### config.mk
export PLATFORM = sky130hd
export DESIGN_NAME = pipe_hazard_ctrl
export DESIGN_NICKNAME = d
export VERILOG_FILES = /design/src/rtl/pipe_hazard_ctrl.sv
export SDC_FILE = /design/constraint.sdc
export NUM_CORES = 1
export LEC_CHECK = 0
export CAP_MARGIN = 20
export CORE_UTILIZATION = 31
export CTS_BUF_LIST = sky130_fd_sc_hd__clkbuf_8 sky130_fd_sc_hd__clkbuf_16
export CTS_CLUSTER_SIZE = 16
export DETAILED_ROUTE_END_ITERATION = 10
export PLACE_DENSITY_LB_ADDON = 0.2
export SKIP_CTS_REPAIR_TIMING = 1
export SKIP_LAST_GASP = 1
export SLEW_MARGIN = 20
export SYNTH_ARGS = -nofsm -noshare
export SYNTH_HDL_FRONTEND = slang
export SYNTH_SLANG_ARGS = --single-unit
### constraint.sdc
create_clock -name CLK -period 1.7 [get_ports CLK]
set_clock_uncertainty 0.2 [all_clocks]
set_input_delay 0.34 -clock CLK [delete_from_list [all_inputs] [get_ports CLK]]
set_output_delay 0.34 -clock CLK [all_outputs]
set_load 0.1 [all_outputs]
### src/rtl/pipe_hazard_ctrl.sv
// pipe_hazard_ctrl: issues stall codes and per-register enable/flush strobes for the 5-stage pipeline; PIPE_HAZARD_PERF_EN adds perf counters.
// Latency: stall/enable/flush are combinational from state and inputs; halt and counters update on the next CLK edge.
// Backpressure: a data miss holds IF..EX and bubbles MEM|WB until dhit; halt freezes every register until RST.
module pipe_hazard_ctrl #(
    parameter int WAIT_CNT_W = 16
) (
    input  logic                  CLK,
    input  logic                  RST,
    input  logic                  ihit,
    input  logic                  dhit,
    input  logic [4:0]            ifid_rs,
    input  logic [4:0]            ifid_rt,
    input  logic                  idex_DataRead,
    input  logic [4:0]            idex_rt,
    input  logic                  exmem_DataRead,
    input  logic                  exmem_DataWrite,
    input  logic                  exmem_redirect,
    input  logic                  exmem_Halt,
    output logic [2:0]            stall,
    output logic                  pc_en,
    output logic                  ifid_en,
    output logic                  idex_en,
    output logic                  exmem_en,
    output logic                  memwb_en,
    output logic                  ifid_flush,
    output logic                  idex_flush,
    output logic                  exmem_flush,
    output logic                  memwb_flush,
    output logic                  halt,
    output logic [WAIT_CNT_W-1:0] dwait_cycles
`ifdef PIPE_HAZARD_PERF_EN
    ,
    output logic [31:0]           perf_loaduse,
    output logic [31:0]           perf_iwait,
    output logic [31:0]           perf_flush
`endif
);

    typedef enum logic [2:0] {
        NO_STALL    = 3'd0,
        IFID_STALL  = 3'd1,
        IDEX_STALL  = 3'd2,
        EXMEM_STALL = 3'd3,
        FULL_STALL  = 3'd4
    } pipe_stall_t;

    typedef enum logic [1:0] {RUN, DWAIT, HALTED} state_t;

    typedef enum logic [2:0] {C_HALT, C_DMISS, C_REDIR, C_LOADUSE, C_IMISS, C_NONE} hz_case_t;

    state_t                state_q, state_d;
    logic                  halt_q, halt_d;
    logic [WAIT_CNT_W-1:0] dwait_q, dwait_d;
    hz_case_t              hz;
    pipe_stall_t           stall_code;
    logic                  memop;
    logic                  loaduse;

    assign memop   = exmem_DataRead | exmem_DataWrite;
    assign loaduse = idex_DataRead & (idex_rt != 5'd0) &
                     ((idex_rt == ifid_rs) | (idex_rt == ifid_rt));

    // Priority encode the hazard; first match wins.
    always_comb begin
        hz = C_NONE;
        if (exmem_Halt && !memop)  hz = C_HALT;
        else if (memop && !dhit)   hz = C_DMISS;
        else if (exmem_redirect)   hz = C_REDIR;
        else if (loaduse)          hz = C_LOADUSE;
        else if (!ihit)            hz = C_IMISS;
    end

    always_comb begin
        state_d     = RUN;
        halt_d      = halt_q;
        stall_code  = NO_STALL;
        pc_en       = 1'b1;
        ifid_en     = 1'b1;
        idex_en     = 1'b1;
        exmem_en    = 1'b1;
        memwb_en    = 1'b1;
        ifid_flush  = 1'b0;
        idex_flush  = 1'b0;
        exmem_flush = 1'b0;
        memwb_flush = 1'b0;
        if (RST) begin
            stall_code  = FULL_STALL;
            pc_en       = 1'b0;
            ifid_en     = 1'b0;
            idex_en     = 1'b0;
            exmem_en    = 1'b0;
            memwb_en    = 1'b0;
            ifid_flush  = 1'b1;
            idex_flush  = 1'b1;
            exmem_flush = 1'b1;
            memwb_flush = 1'b1;
        end else if (state_q == HALTED) begin
            state_d    = HALTED;
            halt_d     = 1'b1;
            stall_code = FULL_STALL;
            pc_en      = 1'b0;
            ifid_en    = 1'b0;
            idex_en    = 1'b0;
            exmem_en   = 1'b0;
            memwb_en   = 1'b0;
        end else begin
            case (hz)
                C_HALT: begin
                    state_d    = HALTED;
                    halt_d     = 1'b1;
                    stall_code = FULL_STALL;
                    pc_en      = 1'b0;
                    ifid_en    = 1'b0;
                    idex_en    = 1'b0;
                    exmem_en   = 1'b0;
                    memwb_en   = 1'b0;
                end
                C_DMISS: begin
                    state_d     = DWAIT;
                    stall_code  = EXMEM_STALL;
                    pc_en       = 1'b0;
                    ifid_en     = 1'b0;
                    idex_en     = 1'b0;
                    exmem_en    = 1'b0;
                    memwb_flush = 1'b1;
                end
                C_REDIR: begin
                    // The branch target loads even if the current fetch has not returned.
                    ifid_flush  = 1'b1;
                    idex_flush  = 1'b1;
                    exmem_flush = 1'b1;
                end
                C_LOADUSE: begin
                    stall_code = IDEX_STALL;
                    pc_en      = 1'b0;
                    ifid_en    = 1'b0;
                    idex_flush = 1'b1;
                end
                C_IMISS: begin
                    stall_code = IFID_STALL;
                    pc_en      = 1'b0;
                    ifid_flush = 1'b1;
                end
                default: ;
            endcase
        end
    end

    always_comb begin
        dwait_d = dwait_q;
        if (state_q == DWAIT && dwait_q != '1) dwait_d = dwait_q + WAIT_CNT_W'(1);
    end

    always_ff @(posedge CLK or posedge RST) begin
        if (RST) begin
            state_q <= RUN;
            halt_q  <= 1'b0;
            dwait_q <= '0;
        end else begin
            state_q <= state_d;
            halt_q  <= halt_d;
            dwait_q <= dwait_d;
        end
    end

    assign stall        = stall_code;
    assign halt         = halt_q;
    assign dwait_cycles = dwait_q;

`ifdef PIPE_HAZARD_PERF_EN
    logic [31:0] perf_loaduse_q, perf_loaduse_d;
    logic [31:0] perf_iwait_q, perf_iwait_d;
    logic [31:0] perf_flush_q, perf_flush_d;

    always_comb begin
        perf_loaduse_d = perf_loaduse_q;
        perf_iwait_d   = perf_iwait_q;
        perf_flush_d   = perf_flush_q;
        if (state_q != HALTED) begin
            if (hz == C_LOADUSE && perf_loaduse_q != '1) perf_loaduse_d = perf_loaduse_q + 32'd1;
            if (hz == C_IMISS && perf_iwait_q != '1)     perf_iwait_d   = perf_iwait_q + 32'd1;
            if (hz == C_REDIR && perf_flush_q != '1)     perf_flush_d   = perf_flush_q + 32'd1;
        end
    end

    always_ff @(posedge CLK or posedge RST) begin
        if (RST) begin
            perf_loaduse_q <= '0;
            perf_iwait_q   <= '0;
            perf_flush_q   <= '0;
        end else begin
            perf_loaduse_q <= perf_loaduse_d;
            perf_iwait_q   <= perf_iwait_d;
            perf_flush_q   <= perf_flush_d;
        end
    end

    assign perf_loaduse = perf_loaduse_q;
    assign perf_iwait   = perf_iwait_q;
    assign perf_flush   = perf_flush_q;
`endif

endmodule

==> reports/metrics.cfg, run 1 <==
[outcome]
outcome = finished, violations left
violations = negative setup slack

[synth]
yosys_warnings = 0
synth_nets = 153
synth_area_sq_mm = 0.001199
avgSynthCellArea_sq_um = 9.364
ys_types = 39
synth-edff-count = 0
synth_cells = 128
synth-main-ff-cell = dfrtp_1
seq_area_frac_synth_pct = 39.67
synth_seq_cells = 19
async_flop_share_pct = 100.0

[drt]
wl_per_cell_um = 15.09
via_per_inst = 4.892
drt-total-wl_mm = 4.060
vias = 1316
postRouteAntennaNets = 0
drt_iter0_drc = 23
first_pass_iters = 4
drc_errors = 0

[power]
peakVddDrop_v = 0.0006108
switching_share_pct = 45.88
seqPwrFrac_pct = 24.7
power.total_mw = 2.451
intPower_mw = 1.326
power_frac_clock_pct = 12.9
power_switching_mw = 1.124
power_density_mw_per_mm2 = 882.6
p_leak_nw = 1.323
combPwrFrac_pct = 62.4

[setup_path]
path_cells = clkdlybuf4s50_1 > buf_4 > nor3_4 > buf_4 > a31oi_2 > o21ai_2 > buf_12
crit_path_frequent_cell = buf_4
cp_slowest_cell = clkdlybuf4s50_1
crit_fanout = 6
cp.buffers_inverters = 4
slowest_delay_ns = 0.54
startpoint_type = primary input
critPathTopFamily = buffers and inverters
worstPathArrival_ns = 1.72
end_kind = primary output
cp.required_ns = 1.16
critPathKind = in -> out

[clocking]
h-tree-depth = 1
cts_buffers = 3
cts_tree = yes
cts.clk_slew.worst_paths_ns = 0.07
cts_root_buffer = clkbuf_8
clock_sinks = 19
clock_latency_ns = 0.26
ctsLongestPathBuffers = 2

[floorplan]
ios = 53
die_w_um = 64.18
core-area_sq_mm = 0.003689
start_util_pct = 32.50
die-area_sq_mm = 0.004119
rows = 22
dieHeight_um = 64.18

[timing]
finalCritPeriodShare_pct = 132.8
finalHoldViolCount = 0
slew_headroom_pct = 73.93
tightest_slew_ns = 0.3894
period_minus_slack_ns = 2.258
holdWs_ns = 0.3549
slew_violations = 0
setup_slack_ns = -0.5575
fin_tns_setup_ns = -5.615
setup_viol = 17
rsz0062_at_grt = yes
fmax_ghz = 0.4430

[finish]
stdcell_count = 269
layout_commonest_cell = buf_4
regArea_sq_um = 535.5
final_cell_mix = buf_4 (36), buf_12 (29), dfrtp_4 (16), dlymetal6s2s_1 (16), xnor2_1 (12)
multi_input_area_sq_um = 960.9
num_antenna_cells = 0
nNetsFinal = 247
drive_above_1_share_pct = 61.99
syn_to_final_growth_pct = 131.6
n_fill_cell = 222

[place]
routabilityCongestion = 0.8367
dp_cells = 262
hpwl_mm = 3.102
place_ws_ns = -0.9566
port_buffers = 52

[global_route]
grt_pass1_vias = 1429
grt_max_degree = 20
grt_pass1_wl_mm = 6.354
antenna_found_initial = 0
gr-usage-all-layers_pct = 20.38
grt_overflow = 0

[hold_path]
hp-class = reg -> reg

[job]
maxCapViolations = 0

state kept, by name, summed over array words and instances, names as in the netlist:
signal and count:
dwait_cycles 16, state_q 2, halt 1
Yosys cell counts (4+ instances only):
cell	count	area [sq um]
dfrtp_1	19	475.5
nor3b_1	4	30.03
xnor2_1	12	105.1
nand3_1	7	35.03
nand2_1	12	45.04
inv_1	6	22.52
a21oi_1	5	25.02
nor2_1	13	48.80
a31oi_1	4	25.02
nor3_1	4	20.02
xor2_1	9	78.83
per-layer routing:
metal  vias to the layer above  global-route usage (%)  share of wire, %
met5                         -                       0                 0
met4                         0                   10.00               2.2
met3                         8                   6.607               8.0
met2                        48                   38.83                55
met1                       620                   19.34                35
li1                        640                       -                 -
layout make-up:
type	count	share of cell area, %
repair buffers	91	41.28
clock buffers	3	1.487
inverters	6	1.037
flip-flops and latches	19	19.29
clock inverters	1	0.1352
well taps	48	2.163
multi-input cells	101	34.61
metrics by stage:
step	instance area [sq um]	utilization, %
final	2776	75.27
after global routing	2776	75.27
after CTS	2618	70.96
after detailed placement	2572	69.74
after global placement	2572	69.74
after floorplan	1463	-
cells by family after synthesis:
| family | after synthesis | synth area share (%) |
|---|---|---|
| AO/OA/AOI/OAI | 22 | 12.42 |
| XOR/XNOR | 21 | 15.34 |
| adder cells (fa/ha/maj) | 1 | 1.044 |
| buffers and inverters | 8 | 2.922 |
| flip-flops | 19 | 39.67 |
| multiplexers | 1 | 0.9394 |
| AND/OR/NAND/NOR | 56 | 27.66 |
worst paths after layout:
kind / startpoint / endpoint / slack (ns) / cells after the start
worst min register to register: halt / halt / 0.35 / 1
max in group asynchronous: RST / dwait_cycles[2] / 0.55 / 4
worst min-delay path: halt / halt / 0.35 / 1
min in group asynchronous: RST / dwait_cycles[15] / 0.51 / 4
worst max-delay path: RST / stall[0] / -0.56 / 7
worst max register to register: state_q[1] / dwait_cycles[15] / -0.05 / 6
power by group through the flow:
stage          registers [mW]  clock network [mW]  logic [mW]
5_1_grt                 0.613               0.352        1.60
3_5_place_dp            0.616                   0        1.50
4_1_cts                 0.606               0.328        1.50
6_report                0.606               0.316        1.53
3_3_place_gp            0.613                   0        1.47
2_1_floorplan            1.06                   0       0.415
Power figures use the tool's default switching activity.
==> run 2: changes to the inputs <==
--- a/config.mk
+++ b/config.mk
@@ -5,7 +5,7 @@
 export SDC_FILE = /design/constraint.sdc
 export NUM_CORES = 1
 export LEC_CHECK = 0
-export CAP_MARGIN = 20
+export CORE_ASPECT_RATIO = 0.9
 export CORE_UTILIZATION = 31
 export CTS_BUF_LIST = sky130_fd_sc_hd__clkbuf_8 sky130_fd_sc_hd__clkbuf_16
 export CTS_CLUSTER_SIZE = 16
==> run 2 against run 1 <==
The run still ends with negative setup slack left. Count of clock-buffer cells in the layout unchanged. First-iteration DRC count increased to 3.3 times the previous value. Flip-flop and latch count did not move.
==> reports/metrics.cfg, run 2 (synthesis results as in run 1) <==
[outcome]
outcome = finished, violations left
violations = negative setup slack

[clocking]
cts_root_buffer = clkbuf_8
cts_tree = yes
h-tree-depth = 1
clock_latency_ns = 0.26
clock_sinks = 19
ctsLongestPathBuffers = 2
cts.clk_slew.worst_paths_ns = 0.08
cts_buffers = 3

[floorplan]
dieHeight_um = 60.99
ios = 53
rows = 21
die_w_um = 67.55
core-area_sq_mm = 0.003705
start_util_pct = 32.35
die-area_sq_mm = 0.004120

[finish]
drive_above_1_share_pct = 65.35
syn_to_final_growth_pct = 139.5
nNetsFinal = 254
num_antenna_cells = 0
final_area_sq_mm = 0.002870
largest_reg_flops = 16
final_cell_mix = buf_4 (42), buf_12 (29), dlymetal6s2s_1 (17)
layout_commonest_cell = buf_4

[drt]
first_pass_iters = 4
vias = 1388
drt_iter0_drc = 76
drc_errors = 0
postRouteAntennaNets = 0
drt-total-wl_mm = 4.553
via_per_inst = 5.066
wl_per_cell_um = 16.62

[setup_path]
path_cells = buf_6 > or4_4 > o21ai_4 > buf_6 > inv_4 > a31o_4 > buf_12
crit_fanout = 3
r2r_end = dwait_cycles[5]
critPathTopFamily = simple AND/OR/NAND/NOR gates
end_kind = primary output
worstPathArrival_ns = 1.72
cp_slowest_cell = or4_4
r2r-start = dwait_cycles[6]
startpoint_type = primary input
r2r_slack_ns = -0.11
cp.buffers_inverters = 4
crit_path_frequent_cell = buf_6
rr_worst_depth = 5
cp.required_ns = 1.16
startpoint = idex_rt[3]
slowest_delay_ns = 0.53
critPathKind = in -> out

[global_route]
gr-usage-all-layers_pct = 19.16
grt_pass1_vias = 1375
grt_max_degree = 20
grt_overflow = 0
grt_pass1_wl_mm = 5.885
antenna_found_initial = 0

[place]
port_buffers = 52
hpwl_mm = 3.066
routabilityCongestion = 0.8022
placed_area_sq_mm = 0.002555

[timing]
finalCritPeriodShare_pct = 133.1
fmax_ghz = 0.4420
slew_violations = 0
setup_viol = 20
finalHoldViolCount = 0
setup_slack_ns = -0.5624
period_minus_slack_ns = 2.262
rsz0062_at_grt = yes
slew_headroom_pct = 73.29
tightest_slew_ns = 0.3976

[power]
power_density_mw_per_mm2 = 884.6
power.total_mw = 2.539
p_leak_nw = 1.368
peakVddDrop_v = 0.0009505

[job]
maxCapViolations = 0

[hold_path]
hp-class = in -> async

-- run 2: cell types whose count changed in the layout (fill, tap and decap cells not counted), sizes merged --
cell,previous run,this run
buf,69,76
clkdlybuf4s50,4,3
dlymetal6s2s,16,17
-- run 2: how the worst max path moves through the flow --
| stage | end | slack [ns] | depth (start not counted) |
|---|---|---|---|
| after global placement | pc_en | -0.92 | 6 |
| after CTS | pc_en | -0.95 | 6 |
| after detailed placement | pc_en | -0.95 | 6 |
| final | idex_flush | -0.56 | 7 |
| after global routing | idex_flush | -0.61 | 7 |
| after floorplan | pc_en | -1.45 | 4 |
-- run 2: metal layers --
layer / global-route usage [%] / part of all wire [%] / vias to the layer above
li1: - / - / 658
met1: 22.58 / 40 / 680
met2: 35.93 / 55 / 44
met3: 2.068 / 3.6 / 6
met4: 6.383 / 1.2 / 0
met5: 0 / 0 / -
-- run 2: cell type report --
type                       count  area (sq um)
tap                           46         57.56
multi-input combinational    101         998.5
sequential                    19         535.5
timing repair buffer          98          1205
clock inverter                 1         3.754
inverter                       6         28.78
clock buffer                   3         41.29
fill                         216         834.6
-- run 2: metrics by stage --
step	hold slack [ns]	setup TNS, ns	cells	utilization (%)	setup WS (ns)
after floorplan	0.09852	-10.96	128	-	-1.452
after global placement	0.3401	-8.318	258	68.96	-0.9205
after detailed placement	0.3516	-8.768	258	68.96	-0.9473
after CTS	0.3615	-8.573	262	70.18	-0.9480
after global routing	0.2615	-6.988	274	77.47	-0.6053
final	0.2363	-5.543	274	77.47	-0.5624
-- run 2: worst register-to-register path: cells and delay by family (launching register included) --
family / cells / cell delay (ns)
DFF: 1 / 0.45
and+or+nand+nor: 2 / 0.62
AOI/OAI and AO/OA: 1 / 0.06
buffers and inverters: 1 / 0.19
xor gates and xnor gates: 1 / 0.19
-- run 2: where the power goes --
part / switching [mW] / internal, mW / total, mW
registers: 0.0599 / 0.549 / 0.609
clock network: 0.155 / 0.161 / 0.315
logic: 0.954 / 0.661 / 1.61
total: 1.17 / 1.37 / 2.54
